===== src/rtl/ps2_mouse_pkg.sv =====
// Shared constants, state encoding and decode helpers for the PS/2 mouse controller.
package ps2_mouse_pkg;

  localparam logic [7:0] CMD_RESET     = 8'hFF;
  localparam logic [7:0] CMD_RATE      = 8'hF3;
  localparam logic [7:0] CMD_STREAM_EN = 8'hF4;

  localparam logic [7:0] RSP_ACK    = 8'hFA;
  localparam logic [7:0] RSP_BAT_OK = 8'hAA;
  localparam logic [7:0] RSP_ID     = 8'h00;

  typedef enum logic [3:0] {
    S_RST_TX,
    S_RST_ACK,
    S_BAT,
    S_ID,
    S_RATE_TX,
    S_RATE_ACK,
    S_VAL_TX,
    S_VAL_ACK,
    S_EN_TX,
    S_EN_ACK,
    S_PKT1,
    S_PKT2,
    S_PKT3,
    S_ERR
  } state_t;

  typedef struct packed {
    logic [8:0] xm;
    logic [8:0] ym;
    logic [2:0] btn;
  } motion_t;

  function automatic logic is_tx(input state_t s);
    return (s == S_RST_TX) || (s == S_RATE_TX) || (s == S_VAL_TX) || (s == S_EN_TX);
  endfunction

  function automatic logic is_expect(input state_t s);
    return (s == S_RST_ACK) || (s == S_BAT) || (s == S_ID) ||
           (s == S_RATE_ACK) || (s == S_VAL_ACK) || (s == S_EN_ACK);
  endfunction

  // Successor of each init state on success; other states map to themselves.
  function automatic state_t init_next(input state_t s);
    case (s)
      S_RST_TX:   return S_RST_ACK;
      S_RST_ACK:  return S_BAT;
      S_BAT:      return S_ID;
      S_ID:       return S_RATE_TX;
      S_RATE_TX:  return S_RATE_ACK;
      S_RATE_ACK: return S_VAL_TX;
      S_VAL_TX:   return S_VAL_ACK;
      S_VAL_ACK:  return S_EN_TX;
      S_EN_TX:    return S_EN_ACK;
      S_EN_ACK:   return S_PKT1;
      default:    return s;
    endcase
  endfunction

  function automatic logic [7:0] expected_rsp(input state_t s);
    case (s)
      S_BAT:   return RSP_BAT_OK;
      S_ID:    return RSP_ID;
      default: return RSP_ACK;
    endcase
  endfunction

  function automatic logic [7:0] tx_cmd(input state_t s, input logic [7:0] rate);
    case (s)
      S_RATE_TX: return CMD_RATE;
      S_VAL_TX:  return rate;
      S_EN_TX:   return CMD_STREAM_EN;
      default:   return CMD_RESET;
    endcase
  endfunction

endpackage


===== src/rtl/ps2_timeout.sv =====
// Saturating down-counter: tracks cycles spent waiting in one state and flags expiry.
module ps2_timeout #(
  parameter int unsigned TIMEOUT_CYC = 25_000_000
) (
  input  logic clk,
  input  logic reset,
  input  logic clr,
  input  logic en,
  output logic expired_c
);

  localparam int unsigned TW = (TIMEOUT_CYC > 2) ? $clog2(TIMEOUT_CYC) : 1;

  logic [TW-1:0] count;

  // count holds the cycles remaining; zero means the current cycle is the last allowed one
  always_ff @(posedge clk) begin
    if (reset || clr) begin
      count <= TW'(TIMEOUT_CYC - 1);
    end else if (en && (count != '0)) begin
      count <= count - TW'(1);
    end
  end

  assign expired_c = en && (count == '0);

endmodule


===== src/rtl/mouse_ctrl.sv =====
// PS/2 mouse protocol sequencer: power-up handshake, then 3-byte movement packet assembly.
module mouse_ctrl
  import ps2_mouse_pkg::*;
#(
  parameter logic [7:0]  SAMPLE_RATE = 8'd100,
  parameter int unsigned TIMEOUT_CYC = 25_000_000,
  parameter int unsigned MAX_RETRY   = 3
) (
  input  logic       clk,
  input  logic       reset,
  input  logic [7:0] rx_data,
  input  logic       rx_done_tick,
  input  logic       tx_done_tick,
  output logic [7:0] tx_data,
  output logic       wr_ps2,
  output logic [8:0] xm,
  output logic [8:0] ym,
  output logic [2:0] btnm,
  output logic       m_done_tick,
  output logic       init_done,
  output logic       init_err
);

  localparam int unsigned RETRY_W = (MAX_RETRY > 0) ? $clog2(MAX_RETRY + 1) : 1;

  state_t               state;
  state_t               nxt_c;
  logic                 boot;
  logic [RETRY_W-1:0]   retry;
  logic                 sign_x;
  logic                 sign_y;
  logic [2:0]           btn1;
  logic [7:0]           byte2;
  motion_t              motion;
  logic                 timed_c;
  logic                 expired_c;
  logic                 advance_c;
  logic                 fail_c;

  assign timed_c = is_tx(state) || is_expect(state);

  ps2_timeout #(
    .TIMEOUT_CYC (TIMEOUT_CYC)
  ) u_timeout (
    .clk       (clk),
    .reset     (reset),
    .clr       (advance_c || fail_c),
    .en        (timed_c),
    .expired_c (expired_c)
  );

  // Init-phase decision; a received byte takes precedence over a coincident expiry
  always_comb begin
    advance_c = 1'b0;
    fail_c    = 1'b0;
    if (is_tx(state)) begin
      if (!boot && tx_done_tick) begin
        advance_c = 1'b1;
      end else if (expired_c) begin
        fail_c = 1'b1;
      end
    end else if (is_expect(state)) begin
      if (rx_done_tick) begin
        if (rx_data == expected_rsp(state)) begin
          advance_c = 1'b1;
        end else begin
          fail_c = 1'b1;
        end
      end else if (expired_c) begin
        fail_c = 1'b1;
      end
    end
    nxt_c = init_next(state);
  end

  always_ff @(posedge clk) begin
    if (reset) begin
      state       <= S_RST_TX;
      boot        <= 1'b1;
      retry       <= '0;
      tx_data     <= 8'h00;
      wr_ps2      <= 1'b0;
      motion      <= '0;
      m_done_tick <= 1'b0;
      init_done   <= 1'b0;
      init_err    <= 1'b0;
      sign_x      <= 1'b0;
      sign_y      <= 1'b0;
      btn1        <= 3'b000;
      byte2       <= 8'h00;
    end else begin
      wr_ps2      <= 1'b0;
      m_done_tick <= 1'b0;

      // The reset command goes out on the first cycle out of reset
      if (boot) begin
        boot    <= 1'b0;
        wr_ps2  <= 1'b1;
        tx_data <= CMD_RESET;
      end

      if (fail_c) begin
        if (retry < RETRY_W'(MAX_RETRY)) begin
          retry   <= retry + RETRY_W'(1);
          state   <= S_RST_TX;
          wr_ps2  <= 1'b1;
          tx_data <= CMD_RESET;
        end else begin
          state    <= S_ERR;
          init_err <= 1'b1;
        end
      end else if (advance_c) begin
        state <= nxt_c;
        if (is_tx(nxt_c)) begin
          wr_ps2  <= 1'b1;
          tx_data <= tx_cmd(nxt_c, SAMPLE_RATE);
        end
        if (nxt_c == S_PKT1) begin
          init_done <= 1'b1;
        end
      end

      // Stream mode: bit3 of byte1 is always set, so a clear bit3 means we are out of step
      if (rx_done_tick) begin
        case (state)
          S_PKT1: begin
            if (rx_data[3]) begin
              sign_x <= rx_data[4];
              sign_y <= rx_data[5];
              btn1   <= rx_data[2:0];
              state  <= S_PKT2;
            end
          end
          S_PKT2: begin
            byte2 <= rx_data;
            state <= S_PKT3;
          end
          S_PKT3: begin
            motion.xm   <= {sign_x, byte2};
            motion.ym   <= {sign_y, rx_data};
            motion.btn  <= btn1;
            m_done_tick <= 1'b1;
            state       <= S_PKT1;
          end
          default: ;
        endcase
      end
    end
  end

  assign xm   = motion.xm;
  assign ym   = motion.ym;
  assign btnm = motion.btn;

endmodule


===== config.mk =====
export PLATFORM = sky130hd
export DESIGN_NAME = mouse_ctrl
export DESIGN_NICKNAME = d
export VERILOG_FILES = /design/src/rtl/ps2_mouse_pkg.sv /design/src/rtl/ps2_timeout.sv /design/src/rtl/mouse_ctrl.sv
export SDC_FILE = /design/constraint.sdc
export NUM_CORES = 1
export LEC_CHECK = 0
export BUFFER_PORTS_ARGS = -buffer_cell sky130_fd_sc_hd__buf_4
export CORE_ASPECT_RATIO = 0.6
export CORE_UTILIZATION = 45
export DETAILED_ROUTE_END_ITERATION = 10
export GPL_ROUTABILITY_DRIVEN = 0
export PLACE_DENSITY = 0.65
export SYNTH_ARGS = -nofsm -noshare
export SYNTH_HDL_FRONTEND = slang
export SYNTH_SLANG_ARGS = --single-unit
export TNS_END_PERCENT = 20

===== constraint.sdc =====
create_clock -name clk -period 2.5 [get_ports clk]
set_input_delay 0.25 -clock clk [delete_from_list [all_inputs] [get_ports clk]]
set_output_delay 0.25 -clock clk [all_outputs]
set_load 0.1 [all_outputs]

==> results.md, run 1 <==
- Vias in the first global route: between 2,000 and 3,000
- Post-synth ARST share: 0%
- Top_reg_cell synth: dfxtp_1
- Critical Path RT: 2.72 ns
- Seq/Total Area, Yosys: about 45%
- Mean Syn Cell Area: roughly 8.6 sq um
- Largest net degree at the start of global routing: 57
- Row cnt: 24
- Peak Freq: between 400 and 500 MHz
- Initial Utilization: between 40% and 50%
- GRT Util Overall: 21.7%
- Post-Route Utilization: 60.4%
- EDFF count, synth: 0
- Num Clock Sinks: 78
- Die height: 70.1 microns
- H-tree depth: 3
- Slew Viols, Final: 0
- Final setup violation count: 0
- Via Count: 3,109
- WL final: ~8300 microns
- Crit-path max cell delay: about 0.55 ns
- Worst-Skew Late Latency: roughly 0.33 ns
- Fin nets: about 480
- Synth top area share: between 40% and 50%
- Worst-margin pin slew: between 0.7 and 0.8 ns
- Drc violations: 0
- Die X: 115 microns
- Diode count: 0
- Total grt overflow: 0
- TritonCTS clock tree: done
- HP Class: in -> reg
- FILL cells: around 630
- CTS Root Cell: clkbuf_16
- Port Buf Inserts: between 40 and 50
- Cell taking the most area after synthesis: dfxtp_1
- Cell Pwr Density: 670 nW/um^2
- Iter 0 DRT Violations: about 290
- Setup crit end kind: register
- Arrival time of the worst setup path: 2.63 ns
- Final Skew: around 0.0068 ns
- Final Critical Period: about 2.4 ns
- DP Worst Slack: between 0.009 and 0.01 ns
- CTS clk-pin slew, worst paths: approximately 0.060 ns
- Max-cap violations: 0
- Final hold vios: 0
- Area Overhead vs Synth: 27.9%
- CTS buffer count: 9
- Setup crit start kind: register
- Commonest cells after routing, fill and taps aside: dfxtp_1, nand2_1, buf_4
- Antenna violations before repair: 0
- Die ar.: 8090 sq um
- Slowest-stage cell, CP: or4_1
- IR Drop Worst-Case VDD: between 0.0003 and 0.0004 V
- Library cells used by synthesis: 56
- Mapped Cells: approximately 410
- Ys Warns: 0
- First-pass GRT wire length: about 13,000 microns
- #FFs+latches synth: between 70 and 80
- Synth top area cells: dfxtp_1, nand2_1, a21oi_1
- Net Count, Synth: approximately 420
- Setup tns final: 0 ns
- Commonest non-fill, non-tap cell in the layout: dfxtp_1
- Post-Syn Area: between 3000 and 4000 sq um
- Antenna-violating nets left: 0
- Worst Path Max Fanout: 6
- Crit Path Category: reg -> reg
- Ratio of cells with drive above 1 in the final layout: 25.4%
- Core Area: between 7000 and 8000 sq um
- Worst Setup Slack, final: 0.0946 ns
- Hold Buf Count CTS: 0
- Post-CTS Setup Repair Bufs: 0
- Hpwl dp: slightly below 6000 microns
- Status: finished, final reports clean
- Ports: 45
- CP Cell Sequence: or4_1, nor4b_1, buf_4, and4_2, o211a_2, o21ai_1, a31o_2
- P_leak: 1.67 nW
- Maximum clock insertion buffer count: 2
- Max_slew headroom: 50.1%
- 1st-pass router iterations: 5
- Fin crit share: between 90% and 100%
- Wire per inst: around 14 microns
- Via/cell ratio: 5.40
Yosys cell counts (2+ instances only):
cell type and count:
dfxtp_1 78, nand2_1 77, a21oi_1 33, nor2_1 20
clkbuf_1 18, nand4_1 17, xor2_1 16, nor3_1 13
inv_1 12, or4_1 12, o21ai_0 9, or3_1 9
a31oi_1 7, nand3_1 7, o31ai_1 7, mux2i_1 6
nor2_2 6, buf_2 5, nand2b_1 4, a211oi_1 3
ha_1 3, o211ai_1 3, a2111oi_0 2, a21oi_2 2
a22oi_1 2, buf_4 2, nand4_2 2, nor4_1 2
o211a_1 2
stage by stage:
stage	hold WS [ns]	instances	total power (W)	area, sq um
final	0.191	576	0.00298	4450
after global routing	0.190	576	0.00308	4450
after CTS	0.182	576	0.00299	4410
after detailed placement	0.443	560	0.00162	4090
after global placement	0.440	560	0.00162	4090
after floorplan	0.278	406	0.00151	3480
worst max-delay path: cells and delay by family, from the launching register on:
| kind | cells | cell delay [ns] |
|---|---|---|
| flip-flops | 1 | 0.30 |
| AO/OA/AOI/OAI | 3 | 0.69 |
| AND/OR/NAND/NOR | 3 | 1.15 |
| buffers and inverters | 1 | 0.16 |
layer usage:
metal	vias up	part of all wire [%]	track usage [%]	routed length, microns
met1	1409	54	35.2	4430
li1	1576	-	-	-
met3	7	8.5	6.51	699
met4	0	0.76	5.19	63
met2	117	37	26.5	3070
met5	-	0	0	0
cells by family (layout without fill, tap and decap cells):
family / count (synthesis) / count (layout) / share of synthesized area, %
flip-flops: 78 / 78 / 44.9
buffers and inverters: 39 / 105 / 4.86
adder cells (fa/ha/maj): 3 / 3 / 1.08
multiplexers: 6 / 6 / 1.73
AND/OR/NAND/NOR: 182 / 182 / 27.5
AO/OA/AOI/OAI: 81 / 81 / 15.7
XOR/XNOR: 17 / 17 / 4.28
state kept, by name (all words and copies together), names as in the netlist:
name and count:
boot 1, btnm 3, ym 9, u_timeout.count 25
init_done 1, xm 9, tx_data 8, retry 2
m_done_tick 1, init_err 1, byte2 8, sign_x 1
btn1 3, state 4, wr_ps2 1, sign_y 1
cell type report:
cell class	count	area (sq um)	share of cell area (%)
multi-input combinational	289	1790	40.2
sequential	78	1560	35.1
timing repair buffer	77	603	13.6
clock buffer	12	246	5.54
tap	104	130	2.93
clock inverter	4	70.1	1.58
inverter	12	45.0	1.01
where the power goes:
group          internal (W)  switching, W  leakage [nW]  total [W]
Sequential          0.00127     0.0000163         0.633    0.00128
Clock              0.000898      0.000479         0.157    0.00138
Combinational      0.000101      0.000217         0.877   0.000318
path summary, 6_finish.rpt:
path | endpoint | cells after the start | start | slack (ns)
setup / recovery | state[2]$_SDFF_PP0_ | 7 | u_timeout.count[19]$_SDFFE_PP1P_ | 0.09
hold / removal | ym[7]$_SDFFE_PP0P_ | 3 | rx_data[7] | 0.19
setup reg to reg | state[2]$_SDFF_PP0_ | 7 | u_timeout.count[19]$_SDFFE_PP1P_ | 0.09
hold reg to reg | ym[0]$_SDFFE_PP0P_ | 2 | ym[0]$_SDFFE_PP0P_ | 0.45
repair_timing:
| item | 4_1_cts | 5_1_grt |
|---|---|---|
| endpoints found under the setup margin | 0 | 23 |
| gates resized for setup | 0 | 9 |
| endpoints found under the hold margin | 0 | 0 |
No activity file was read; power rests on OpenSTA's default activity.
==> run 2: changes to the inputs <==
- RECOVER_POWER: not set -> 100
==> results.md, run 2 (synthesis results as in run 1) <==
- Port Buf Inserts: 44 (unchanged)
- Crit-path max cell delay: 0.55 ns (about the same)
- CP startpoint: u_timeout.count[19]$_SDFFE_PP1P_
- Fin crit share: 96.6% (+0.39 points)
- Max reg flops: 25 (unchanged)
- WL final: 8320 microns (+0.59%)
- Slowest-stage cell, CP: or4_1
- FILL cells: 673 (+7.3%)
- First-pass GRT wire length: 13,500 microns (unchanged)
- Via/cell ratio: 5.40 (about the same)
- Maximum clock insertion buffer count: 2 (unchanged)
- Top reg by flops: u_timeout.count
- Arrival time of the worst setup path: 2.64 ns (about the same)
- Hpwl dp: 5840 microns (unchanged)
- CP Cell Sequence: or4_1, nor4b_1, buf_4, and4_2, o211a_2, o21ai_1, a31o_2
- Ports: 45 (unchanged)
- P_leak: 1.51 nW (-9.2%)
- CTS Root Cell: clkbuf_16
- Largest net degree at the start of global routing: 57 (unchanged)
- Max-cap violations: 0 (unchanged)
- Crit Path Category: reg -> reg
- Reg2Reg Depth: 7 (unchanged)
- Switching power total: 0.000716 W (+0.49%)
- Final Critical Period: 2.42 ns (+0.00972 ns)
- Row cnt: 24 (unchanged)
- Reg2reg start: u_timeout.count[19]$_SDFFE_PP1P_
- Peak Freq: 414 MHz (-0.40%)
- Ratio of cells with drive above 1 in the final layout: 16.5% (-8.9 points)
- 1st-pass router iterations: 5 (unchanged)
- Iter 0 DRT Violations: 279 (-2.4%)
- Worst-Skew Late Latency: 0.33 ns (about the same)
- Vias in the first global route: 2,689 (unchanged)
- WP depth: 7 (unchanged)
- Fin nets: 482 (unchanged)
- Commonest cells after routing, fill and taps aside: dfxtp_1, nand2_1, buf_4
- Area Overhead vs Synth: 23.0%
- Setup crit start kind: register
- H-tree depth: 3 (unchanged)
- Via Count: 3,111 (+0.064%)
- Placed Area: 4090 sq um (unchanged)
- CTS buffer count: 9 (unchanged)
- Die X: 115 microns (unchanged)
- Setup crit end kind: register
- Max_slew headroom: 20.7% (-29 points)
- Initial Utilization: 47.2% (unchanged)
- Critical Path RT: 2.72 ns (about the same)
- Internal Pwr Total: 0.00225 W (-0.80%)
- Biggest registers after layout: u_timeout.count x25, xm x9, ym x9
- Crit Reg-Reg Endpoint: state[2]$_SDFF_PP0_
- Multi-input gate area: 1770 sq um (-1.0%)
- CTS clk-pin slew, worst paths: 0.06 ns (about the same)
- Commonest non-fill, non-tap cell in the layout: dfxtp_1
- Antenna violations before repair: 0 (unchanged)
- HP Class: in -> reg
- Cell Pwr Density: 694 nW/um^2 (+3.5%)
- Crit path buf inv count: 1 (unchanged)
- Hold Buf Count CTS: 0 (unchanged)
- GRT Util Overall: 21.7% (unchanged)
- Clock share of power: 46.7% (+0.5 points)
- WHS: 0.187 ns (-0.00450 ns)
- Wire per inst: 14.4 microns (+0.59%)
- Final hold vios: 0 (unchanged)
- Die ar.: 8090 sq um (unchanged)
- Status: finished, final reports clean
- Drc violations: 0 (unchanged)
- Slew Viols, Final: 0 (unchanged)
- Total grt overflow: 0 (unchanged)
- Register share of total power: 43.3% (+0.2 points)
- Comb power frac: 10.0% (-0.7 points)
- Diode count: 0 (unchanged)
- Hold Path Depth: 3 (unchanged)
- Final instance area: 4270 sq um (-3.9%)
- Reg2reg setup slack: 0.08 ns (about the same)
- Die height: 70.1 microns (unchanged)
- TritonCTS clock tree: done
- Worst-margin pin slew: 1.19 ns (+0.446 ns)
- Final setup violation count: 0 (unchanged)
- Register area: 1560 sq um (unchanged)
- Num Clock Sinks: 78 (unchanged)
- Switching share of power: 24.2% (+0.24 points)
- Top delay family on crit path: simple AND/OR/NAND/NOR gates
- Worst Path Max Fanout: 6 (unchanged)
- IR Drop Worst-Case VDD: 0.000379 V (-0.36%)
- Final Skew: 0.00917 ns (+0.00239 ns)
- Core Area: 7360 sq um (unchanged)
- Antenna-violating nets left: 0 (unchanged)
- Critical Path Sink: state[2]$_SDFF_PP0_
## run 2: cell types whose count changed in the layout (fill, tap and decap cells not counted), moves of 2 or more
cell	previous run	this run
buf_4	75	39
clkbuf_1	2	37
nor2_1	20	25
nor2_2	6	1
buf_12	2	0
clkbuf_4	0	2
## run 2: power by group through the flow
stage	Sequential (W)	Combinational (W)	Clock, W
after floorplan	0.00139	0.000120	0
after global placement	0.00131	0.000307	0
after detailed placement	0.00131	0.000309	0
after CTS	0.00128	0.000310	0.00140
after global routing	0.00129	0.000315	0.00146
final	0.00128	0.000297	0.00138
## run 2: layout make-up
cell class / instances / area share [%]
clock buffer: 12 / 5.77
multi-input combinational: 289 / 41.4
tap: 104 / 3.04
sequential: 78 / 36.5
inverter: 12 / 1.05
timing repair buffer: 77 / 10.5
clock inverter: 4 / 1.64
## run 2: stage by stage
stage | total power, W | instances | TNS (ns) | setup WS (ns) | utilization (%)
2_1_floorplan | 0.00151 | 406 | 0 | 0.0601 | -
3_3_place_gp | 0.00162 | 560 | 0 | 0.0656 | 55.6
3_5_place_dp | 0.00162 | 560 | 0 | 0.00987 | 55.6
4_1_cts | 0.00299 | 576 | 0 | 0.0427 | 59.9
5_1_grt | 0.00306 | 576 | -0.000510 | -0.000510 | 58.1
6_report | 0.00296 | 576 | 0 | 0.0848 | 58.1
## run 2: layer usage
| layer | vias up | part of all wire (%) | GRT usage (%) |
|---|---|---|---|
| met4 | 0 | 0.76 | 5.19 |
| met2 | 100 | 37 | 26.5 |
| met5 | - | 0 | 0 |
| met3 | 7 | 6.9 | 6.51 |
| li1 | 1569 | - | - |
| met1 | 1435 | 55 | 35.2 |
## run 2: how the worst min path moves through the flow
stage | slack (ns) | startpoint | to
2_1_floorplan | 0.28 | reset | boot$_DFF_P_
3_3_place_gp | 0.44 | btn1[1]$_SDFFE_PP0P_ | btnm[1]$_SDFFE_PP0P_
3_5_place_dp | 0.44 | btn1[0]$_SDFFE_PP0P_ | btnm[0]$_SDFFE_PP0P_
4_1_cts | 0.18 | rx_data[7] | ym[7]$_SDFFE_PP0P_
5_1_grt | 0.19 | rx_data[7] | byte2[7]$_SDFFE_PP0P_
6_report | 0.19 | rx_data[7] | ym[7]$_SDFFE_PP0P_
## run 2: worst min-delay path, cell delays in order
cell,delay (ns)
buf_4,0.12
nand2_1,0.05
a21oi_1,0.05
## run 2: timing repair
item,in CTS,in global routing
gates resized for setup,0,9
setup endpoints to repair,0,23
buffers inserted,0,0
